File: src/rtl/board_ui_pkg.sv
// Shared types and cycle-count helpers for the front-panel controller.
package board_ui_pkg;

  typedef enum logic [1:0] {
    LED_OFF  = 2'd0,
    LED_ON   = 2'd1,
    LED_SLOW = 2'd2,
    LED_FAST = 2'd3
  } led_mode_t;

  typedef enum logic [1:0] {
    B_IDLE = 2'd0,
    B_ON   = 2'd1,
    B_OFF  = 2'd2
  } beep_state_t;

  function automatic int ms_cycles(int clk_hz, int ms);
    return (clk_hz / 1000) * ms;
  endfunction

  // Width of a counter that runs 0..n-1; never narrower than one bit.
  function automatic int cnt_width(int n);
    return (n > 1) ? $clog2(n) : 1;
  endfunction

endpackage

File: src/rtl/board_ui_ctrl_btn_debounce.sv
// One active-low button: 2-flop synchronizer, stability counter and press/release pulses.
module btn_debounce
  import board_ui_pkg::*;
#(
  parameter int CLK_HZ      = 50_000_000,
  parameter int DEBOUNCE_MS = 20
) (
  input  logic clk,
  input  logic rst,
  input  logic raw,
  output logic level,
  output logic press,
  output logic rel
);

  localparam int DB_CYC = ms_cycles(CLK_HZ, DEBOUNCE_MS);
  localparam int CW     = cnt_width(DB_CYC);
  localparam logic [CW-1:0] DB_LAST = CW'(DB_CYC - 1);

  logic [1:0]    sync;
  logic          stable;
  logic [CW-1:0] cnt;

  // NOTE: sequential state uses non-blocking assignments so every flop samples pre-edge values.
  always_ff @(posedge clk) begin
    if (rst) begin
      sync   <= 2'b11;
      stable <= 1'b1;
      cnt    <= '0;
      press  <= 1'b0;
      rel    <= 1'b0;
    end else begin
      sync  <= {sync[0], raw};
      press <= 1'b0;
      rel   <= 1'b0;
      if (sync[1] == stable) begin
        cnt <= '0;
      end else if (cnt == DB_LAST) begin
        stable <= sync[1];
        cnt    <= '0;
        press  <= ~sync[1];
        rel    <= sync[1];
      end else begin
        cnt <= cnt + 1'b1;
      end
    end
  end

  assign level = ~stable;

endmodule

File: src/rtl/board_ui_ctrl.sv
// Front-panel controller: debounced buttons, per-LED blink modes and a burst-sequenced beeper.
module board_ui_ctrl
  import board_ui_pkg::*;
#(
  parameter int CLK_HZ        = 50_000_000,
  parameter int N_LED         = 6,
  parameter int N_BTN         = 2,
  parameter int DEBOUNCE_MS   = 20,
  parameter int BLINK_SLOW_MS = 500,
  parameter int BLINK_FAST_MS = 125,
  parameter int BEEP_HZ       = 2000,
  parameter int BEEP_ON_MS    = 100,
  parameter int BEEP_OFF_MS   = 100
) (
  input  logic                     clk,
  input  logic                     rst,
  input  logic [N_BTN-1:0]         btn_raw,
  output logic [N_BTN-1:0]         btn_level,
  output logic [N_BTN-1:0]         btn_press,
  output logic [N_BTN-1:0]         btn_release,
  input  logic                     led_we,
  input  logic [$clog2(N_LED)-1:0] led_idx,
  input  logic [1:0]               led_mode,
  output logic [N_LED-1:0]         leds,
  input  logic                     beep_start,
  input  logic [3:0]               beep_count,
  output logic                     beep_busy,
  output logic                     beep_out
);

  if (CLK_HZ % 1000 != 0) begin : g_bad_clk
    $error("CLK_HZ must be a multiple of 1000");
  end

  for (genvar g = 0; g < N_BTN; g++) begin : g_btn
    btn_debounce #(
      .CLK_HZ      (CLK_HZ),
      .DEBOUNCE_MS (DEBOUNCE_MS)
    ) u_db (
      .clk   (clk),
      .rst   (rst),
      .raw   (btn_raw[g]),
      .level (btn_level[g]),
      .press (btn_press[g]),
      .rel   (btn_release[g])
    );
  end

  // ---------------- LEDs ----------------
  localparam int SLOW_CYC = ms_cycles(CLK_HZ, BLINK_SLOW_MS);
  localparam int FAST_CYC = ms_cycles(CLK_HZ, BLINK_FAST_MS);
  localparam int SW = cnt_width(SLOW_CYC);
  localparam int FW = cnt_width(FAST_CYC);

  led_mode_t     modes [N_LED];
  logic [SW-1:0] slow_cnt;
  logic [FW-1:0] fast_cnt;
  logic          slow_ph, fast_ph;
  logic          idx_ok;

  assign idx_ok = (int'(led_idx) < N_LED);

  // NOTE: the mode table is a handful of flops, so it is reset explicitly rather than left as RAM.
  always_ff @(posedge clk) begin
    if (rst) begin
      for (int i = 0; i < N_LED; i++) modes[i] <= LED_OFF;
      slow_cnt <= '0;
      fast_cnt <= '0;
      slow_ph  <= 1'b0;
      fast_ph  <= 1'b0;
    end else begin
      if (led_we && idx_ok) modes[led_idx] <= led_mode_t'(led_mode);
      if (slow_cnt == SW'(SLOW_CYC - 1)) begin
        slow_cnt <= '0;
        slow_ph  <= ~slow_ph;
      end else begin
        slow_cnt <= slow_cnt + 1'b1;
      end
      if (fast_cnt == FW'(FAST_CYC - 1)) begin
        fast_cnt <= '0;
        fast_ph  <= ~fast_ph;
      end else begin
        fast_cnt <= fast_cnt + 1'b1;
      end
    end
  end

  // NOTE: every always_comb output gets a default first so no path infers a latch.
  always_comb begin
    leds = '0;
    for (int i = 0; i < N_LED; i++) begin
      case (modes[i])
        LED_ON:   leds[i] = 1'b1;
        LED_SLOW: leds[i] = slow_ph;
        LED_FAST: leds[i] = fast_ph;
        default:  leds[i] = 1'b0;
      endcase
    end
  end

  // ---------------- Beeper ----------------
  localparam int ON_CYC    = ms_cycles(CLK_HZ, BEEP_ON_MS);
  localparam int OFF_CYC   = ms_cycles(CLK_HZ, BEEP_OFF_MS);
  localparam int TONE_HALF = CLK_HZ / (2 * BEEP_HZ);
  localparam int DUR_MAX   = (ON_CYC > OFF_CYC) ? ON_CYC : OFF_CYC;
  localparam int DW = cnt_width(DUR_MAX);
  localparam int TW = cnt_width(TONE_HALF);

  beep_state_t   state, state_nxt;
  logic [DW-1:0] dur;
  logic [TW-1:0] tone_cnt;
  logic          tone_ph;
  logic [3:0]    remaining;
  logic          dur_last;

  assign dur_last = (state == B_ON) ? (dur == DW'(ON_CYC - 1)) : (dur == DW'(OFF_CYC - 1));

  always_comb begin
    state_nxt = state;
    case (state)
      B_IDLE: if (beep_start && beep_count != 4'd0) state_nxt = B_ON;
      B_ON:   if (dur_last) state_nxt = (remaining == 4'd1) ? B_IDLE : B_OFF;
      B_OFF:  if (dur_last) state_nxt = B_ON;
      default: state_nxt = B_IDLE;
    endcase
  end

  always_ff @(posedge clk) begin
    if (rst) begin
      state     <= B_IDLE;
      dur       <= '0;
      tone_cnt  <= '0;
      tone_ph   <= 1'b0;
      remaining <= 4'd0;
    end else begin
      state <= state_nxt;
      // Every state entry restarts the duration and tone timers so each burst opens high.
      if (state_nxt != state) begin
        dur      <= '0;
        tone_cnt <= '0;
        tone_ph  <= 1'b0;
      end else if (state != B_IDLE) begin
        dur <= dur + 1'b1;
        if (tone_cnt == TW'(TONE_HALF - 1)) begin
          tone_cnt <= '0;
          tone_ph  <= ~tone_ph;
        end else begin
          tone_cnt <= tone_cnt + 1'b1;
        end
      end
      if (state == B_IDLE && state_nxt == B_ON) remaining <= beep_count;
      else if (state == B_ON && dur_last)       remaining <= remaining - 4'd1;
    end
  end

  assign beep_busy = (state != B_IDLE);
  assign beep_out  = (state == B_ON) && !tone_ph;

endmodule

File: config.mk
export PLATFORM = sky130hd
export DESIGN_NAME = board_ui_ctrl
export DESIGN_NICKNAME = d
export VERILOG_FILES = /design/src/rtl/board_ui_pkg.sv /design/src/rtl/board_ui_ctrl_btn_debounce.sv /design/src/rtl/board_ui_ctrl.sv
export SDC_FILE = /design/constraint.sdc
export NUM_CORES = 1
export LEC_CHECK = 0
export BUFFER_PORTS_ARGS = -buffer_cell sky130_fd_sc_hd__buf_2
export CAP_MARGIN = 20
export CORE_ASPECT_RATIO = 0.6
export CORE_MARGIN = 3
export CORE_UTILIZATION = 55
export DETAILED_ROUTE_END_ITERATION = 8
export PLACE_DENSITY = 0.72
export SYNTH_ARGS = -nofsm -noshare
export SYNTH_HDL_FRONTEND = slang
export SYNTH_SLANG_ARGS = --single-unit
File: constraint.sdc
create_clock -name clk -period 5.9 [get_ports clk]
set_input_delay 0.885 -clock clk [delete_from_list [all_inputs] [get_ports clk]]
set_output_delay 0.885 -clock clk [all_outputs]
set_load 0.02 [all_outputs]
Yosys cells after proc, flatten, opt, wreduce, memory -nomap -nowiden
Memories as Yosys holds them, arrays and structs flattened.
Index checks and enable logic that the tools add are counted.
Cells by class
  bitwise logic cells: 11
  multiplexer cells: 22
  equal/unequal tests: 31
  order comparisons: 1
  reduce and logical (&&, ||, !) cells: 21
  add/sub/neg operators: 7
Operator list (count)
  $add 23x1->23 const B: 2
  $eq 23x23->1 const B: 2
  $add 20x1->20 const B: 2
  $eq 20x20->1 const B: 2
  $eq 2x2->1 const B: 13
  $add 25x1->25 const B: 1
  $eq 25x25->1 const B: 1
  $pmux 1 s3: 6
  $eq 2x1->1 const B: 8
  $add 14x1->14 const B: 1
  $eq 14x14->1 const B: 1
  $mux 14: 1
  $reduce_or 3->1: 4
  $not 1->1: 11
  $mux 2: 5
  $mux 4: 2
  $reduce_or 2->1: 4
  $mux 1: 6
  $pmux 2 s3: 1
  $reduce_and 2->1: 3
  $logic_and 1x1->1: 5
  $eq 4x1->1 const B: 1
  $reduce_bool 2->1: 2
  $reduce_bool 4->1: 1
  7 further kinds: 8
Storage, ports and cells
  input bits: 15
  logic and storage cells: 113
  RAM bits: 12
  output and inout bits: 14
  memories kept: 1
  register bits: 144
Memories
  modes: depth 6, width 2, read ports 6, clocked after Yosys merged registers in 0, wr ports 6, RTL line board_ui_ctrl.sv:55  | led_mode_t modes [N_LED];

Longest topological paths before layout
  depth in word-level cells: 7
  gate-level depth with buffers: 8
  mapped depth without buffers: 6

Hierarchy
A second synthesis with hierarchy kept.
Second synthesis, totals
  cell total of the unflattened synthesis: 814
  area, all modules: 7194.4 µm²
By module, submodules not included
  board_ui_ctrl: times used 1, seq. area each 2242.2 µm², area each 5002.3 µm², cells each 572
  btn_debounce: times used 2, seq. area each 500.5 µm², area each 1096.1 µm², cells each 121

Least setup slack after synthesis
OpenSTA, ideal clock, no wires.
  path kind: flip-flop to flip-flop
  start: reg slow_cnt[8]
  end: reg slow_cnt[17]
  buffers on the path: 2
  period minus slack after synthesis: 2.124 ns
  setup time: 0.115 ns
  data arrival time: 2.009 ns
  stages on the path, launching flop included: 8
  setup slack: 3.776 ns
  cells stage by stage: dfxtp_1 -> or4b_1 -> or4_1 -> nor4_2 -> or2_1 -> buf_6 -> buf_12 -> nor2_1
On the way
  longest elaborated chain between the ends: 2
Ends and longest elaborated chain
  start: declaration: RTL line board_ui_ctrl.sv:56  | logic [SW-1:0] slow_cnt;
  start signal: assignment: RTL line board_ui_ctrl.sv:77  | slow_cnt <= slow_cnt + 1'b1;
  parallel branches: the longest is 2 deep, another holds $add 25x1->25
Several ways; the timed one is not identified.
A chain may end at the register's enable or synchronous reset.

Worst setup path in the final report
  start: reg state[0]
  end: out beep_busy
On the way
  longest elaborated chain between the ends: 1
Ends and longest elaborated chain
  start: declaration: RTL line board_ui_ctrl.sv:109  | beep_state_t state, state_nxt;
  start signal: assignment: RTL line board_ui_ctrl.sv:136  | state <= state_nxt;
  $reduce_bool 2->1: RTL line board_ui_ctrl.sv:156  | assign beep_busy = (state != B_IDLE);
  end: declaration: RTL line board_ui_ctrl.sv:27  | output logic beep_busy,
No other way between the ends.

==> impl_metrics.csv <==
group,metric,value,unit
synth,synth.area.mux_share,0,
layout,mostFrequentLayoutCells,"170 x sky130_fd_sc_hd__nor2_1, 144 x sky130_fd_sc_hd__dfxtp_1, 75 x sky130_fd_sc_hd__xor2_1",
setup_path,critPathRequiredTime,5020,ps
route,drc,0,
floorplanning,die_width,151.0,um
synth,synthesis.area_per_instance,8.909,um2
synth,synthTopCellsByArea,"sky130_fd_sc_hd__dfxtp_1 42%, sky130_fd_sc_hd__xor2_1 9.5%, sky130_fd_sc_hd__nor2_1 9.2%",
timing,max-slew-margin-rel,0.2901,
clock_tree,clk_latency,410,ps
run,cap_violations,0,
clock_tree,ctsRootBufferMaster,"sky130_fd_sc_hd__clkbuf_16",
clock_tree,post_cts.repair.setup_buffers,0,
setup_path,setup_crit_path_kind,"reg2out",
pwr,power_density,309.1,nW/um2
placement,gp_congestion,0.8542,
synth,synth_simple_gate_area_frac,0.2877,
pwr,net-switching-power,0.5033,mW
timing,worstMarginPinSlew,1055,ps
synth,yosysUniqueCellTypes,55,
timing,final.setup_skew,10.22,ps
synth,yosys_register_bits,156,
floorplanning,std_cell_rows,31,
layout,area_growth_from_synthesis_to_layout,12.26,%
grt,grt_first_pass_wirelength,23450,um
setup_path,worst_setup_ep_type,"primary output",
layout,fraction_of_layout_cells_with_a_size_suffix_above_1,0.09091,
layout,most_common_cell_after_layout_fill_and_taps_aside,"sky130_fd_sc_hd__nor2_1",
synth,synth_top_area_cell,"sky130_fd_sc_hd__dfxtp_1",
floorplanning,core_area,12180,um2
synth,synth_seq_area_share,0.4673,
route,route.antenna.remaining_nets,0,
clock_tree,cts_hold_buf,0,
synth,netlist_instances,779,
timing,grt_setup_unrepaired,"false",
route,detailroute.via_count,5334,
placement,placement.io_buffers,28,
route,first_iter_violations,246,
pwr,internal_power,1.905,mW
pwr,sequentialPowerShare,0.454,
clock_tree,cts_tree,"built",
timing,finalSetupViolCount,0,
worst_hold_path,hp_class,"reg2reg",
route,viasPerCell,5.448,
timing,number_of_hold_violations_in_the_final_report,0,
setup_path,crit_path_start_kind,"flop",
layout,num-fill-cells,1023,
pwr,vdd.ir_drop.worst,0.2094,mV
route,totalWireLength,13740,um
pwr,power.combinational.fraction,0.033,
grt,antenna_found_initial,0,
timing,report.final.slew_viol_count,0,
floorplanning,floorplan.initialDensity,0.5699,
timing,fin_crit,2684,ps
grt,first_global_vias,5103,
synth,synth_warnings,0,
layout,finalNetCount,824,
floorplanning,die_area,14050,um2
route,drt_pre_antenna_iters,5,
clock_tree,ctsResizeCount,0,
worst_hold_path,hold_path_depth,1,
placement,hpwl,9402,um
pwr,sw_frac_of_total,0.2090,
setup_path,arrival,1800,ps
synth,netlist_area,6940,um2
pwr,cellLeakagePower,2.747,nW
pwr,pwr-share-clk,0.513,
clock_tree,bufs_on_longest_clock_path,2,
grt,groute.usage.overall,0.2029,
synth,synth-async-reset-ratio,0,
floorplanning,die_h,93.02,um
synth,synth_top_family_by_area,"simple AND/OR/NAND/NOR gates",
setup_path,worst-r2r-setup-slack,3220,ps
synth,proportion_of_netlist_area_held_by_the_largest_area_contributor,0.4154,
status,run_status,"completed",
setup_path,path_max_fanout,9,
synth,synthAdderAreaFrac,0.01442,
clock_tree,cts_inserted_buffers,17,
floorplanning,pin_count,29,
synth,number_of_synthesized_flops_with_an_enable_pin,12,
clock_tree,cts.htree.levels,4,
grt,grt_overflow,0,
route,wl_per_cell,14.03,um
timing,final_min_period_over_clock_period,0.4549,
layout,antennaDiodeCount,0,
clock_tree,clkSinkCount,156,
timing,fin_tns_setup,0,ps
synth,mappedNetlistNets,802,
synth,ys_dominant_reg_cell,"sky130_fd_sc_hd__dfxtp_1",
grt,grt_max_degree,40,
setup_path,ff2ff_path_depth,5,
synth,synthXorXnorAreaFrac,0.1489,
clock_tree,clk_pin_slew,60,ps
layout,final_core_utilization,0.6397,
synth,complex_gate_fraction_of_the_synthesized_area,0.04489,
timing,max_freq,372.6,MHz
-- through the flow --
step	setup WS [ps]	hold slack [ps]	power (mW)	cells	area, um2
finish	3216	406.2	2.408	979	7791
global route	3050	420.8	2.476	979	7791
CTS	3207	412.2	2.430	978	7784
detailed placement	3158	405.5	1.194	946	7114
global placement	3270	410.2	1.191	946	7114
floorplan	3776	389.5	1.173	779	6940
-- Yosys cell counts, drive strengths merged (16+ instances only) --
cell type	n
inv	19
nand2	58
xnor2	43
xor2	75
buf	16
dfxtp	144
nand3	46
a21oi	16
nor2	170
nor3	17
nand4	28
-- kinds of logic after synthesis --
kind of cell,count (synthesis)
buf+inv,47
xor+xnor,118
simple gates,404
fa+ha+maj,8
compound gates,46
flops,156
-- layout make-up --
type	instances	area, um2	share of cell area
multi-input cells	576	3442	0.4418
flip-flops and latches	156	3243	0.4163
clock buffers	18	429.2	0.05508
clock inverters	14	240.2	0.03083
well taps	165	206.4	0.02650
repair buffers	30	155.1	0.01991
inverters	20	75.07	0.009635
-- metal layers --
layer,share of wire,vias to the layer above,global-route usage
li1,-,2710,-
met1,0.49,2508,0.2855
met2,0.45,102,0.3176
met3,0.043,14,0.03874
met4,0.0095,0,0.06259
met5,0,-,0
-- worst max-delay path: stages, from the launching register on --
cell                       delay, ps
sky130_fd_sc_hd__dfxtp_1         400
sky130_fd_sc_hd__nor2_1          380
sky130_fd_sc_hd__clkinv_1        360
sky130_fd_sc_hd__buf_2           260
-- sequential cells by signal, indices dropped and copies added, names as in the netlist --
name / flops
state: 2
g_btn.u_db.stable: 2
tone_ph: 1
g_btn.u_db.cnt: 40
g_btn.u_db.press: 2
g_btn.u_db.sync: 4
modes: 12
slow_ph: 1
dur: 23
fast_ph: 1
slow_cnt: 25
fast_cnt: 23
tone_cnt: 14
g_btn.u_db.rel: 2
remaining: 4
-- final timing paths --
path,to,from
max,beep_busy,state[0]$_SDFF_PP0_
min,g_btn[0].u_db.sync[1]$_SDFF_PP1_,g_btn[0].u_db.sync[0]$_SDFF_PP1_
max reg2reg,slow_cnt[23]$_SDFF_PP0_,slow_cnt[8]$_SDFF_PP0_
min reg2reg,g_btn[0].u_db.sync[1]$_SDFF_PP1_,g_btn[0].u_db.sync[0]$_SDFF_PP1_
-- power groups by stage --
stage,Clock (mW),Combinational (mW),Sequential [mW]
finish,1.24,0.0785,1.09
global route,1.29,0.0878,1.10
CTS,1.26,0.0776,1.09
detailed placement,0,0.0765,1.12
global placement,0,0.0745,1.12
floorplan,0,0.0599,1.11
Power figures use the tool's default switching activity.
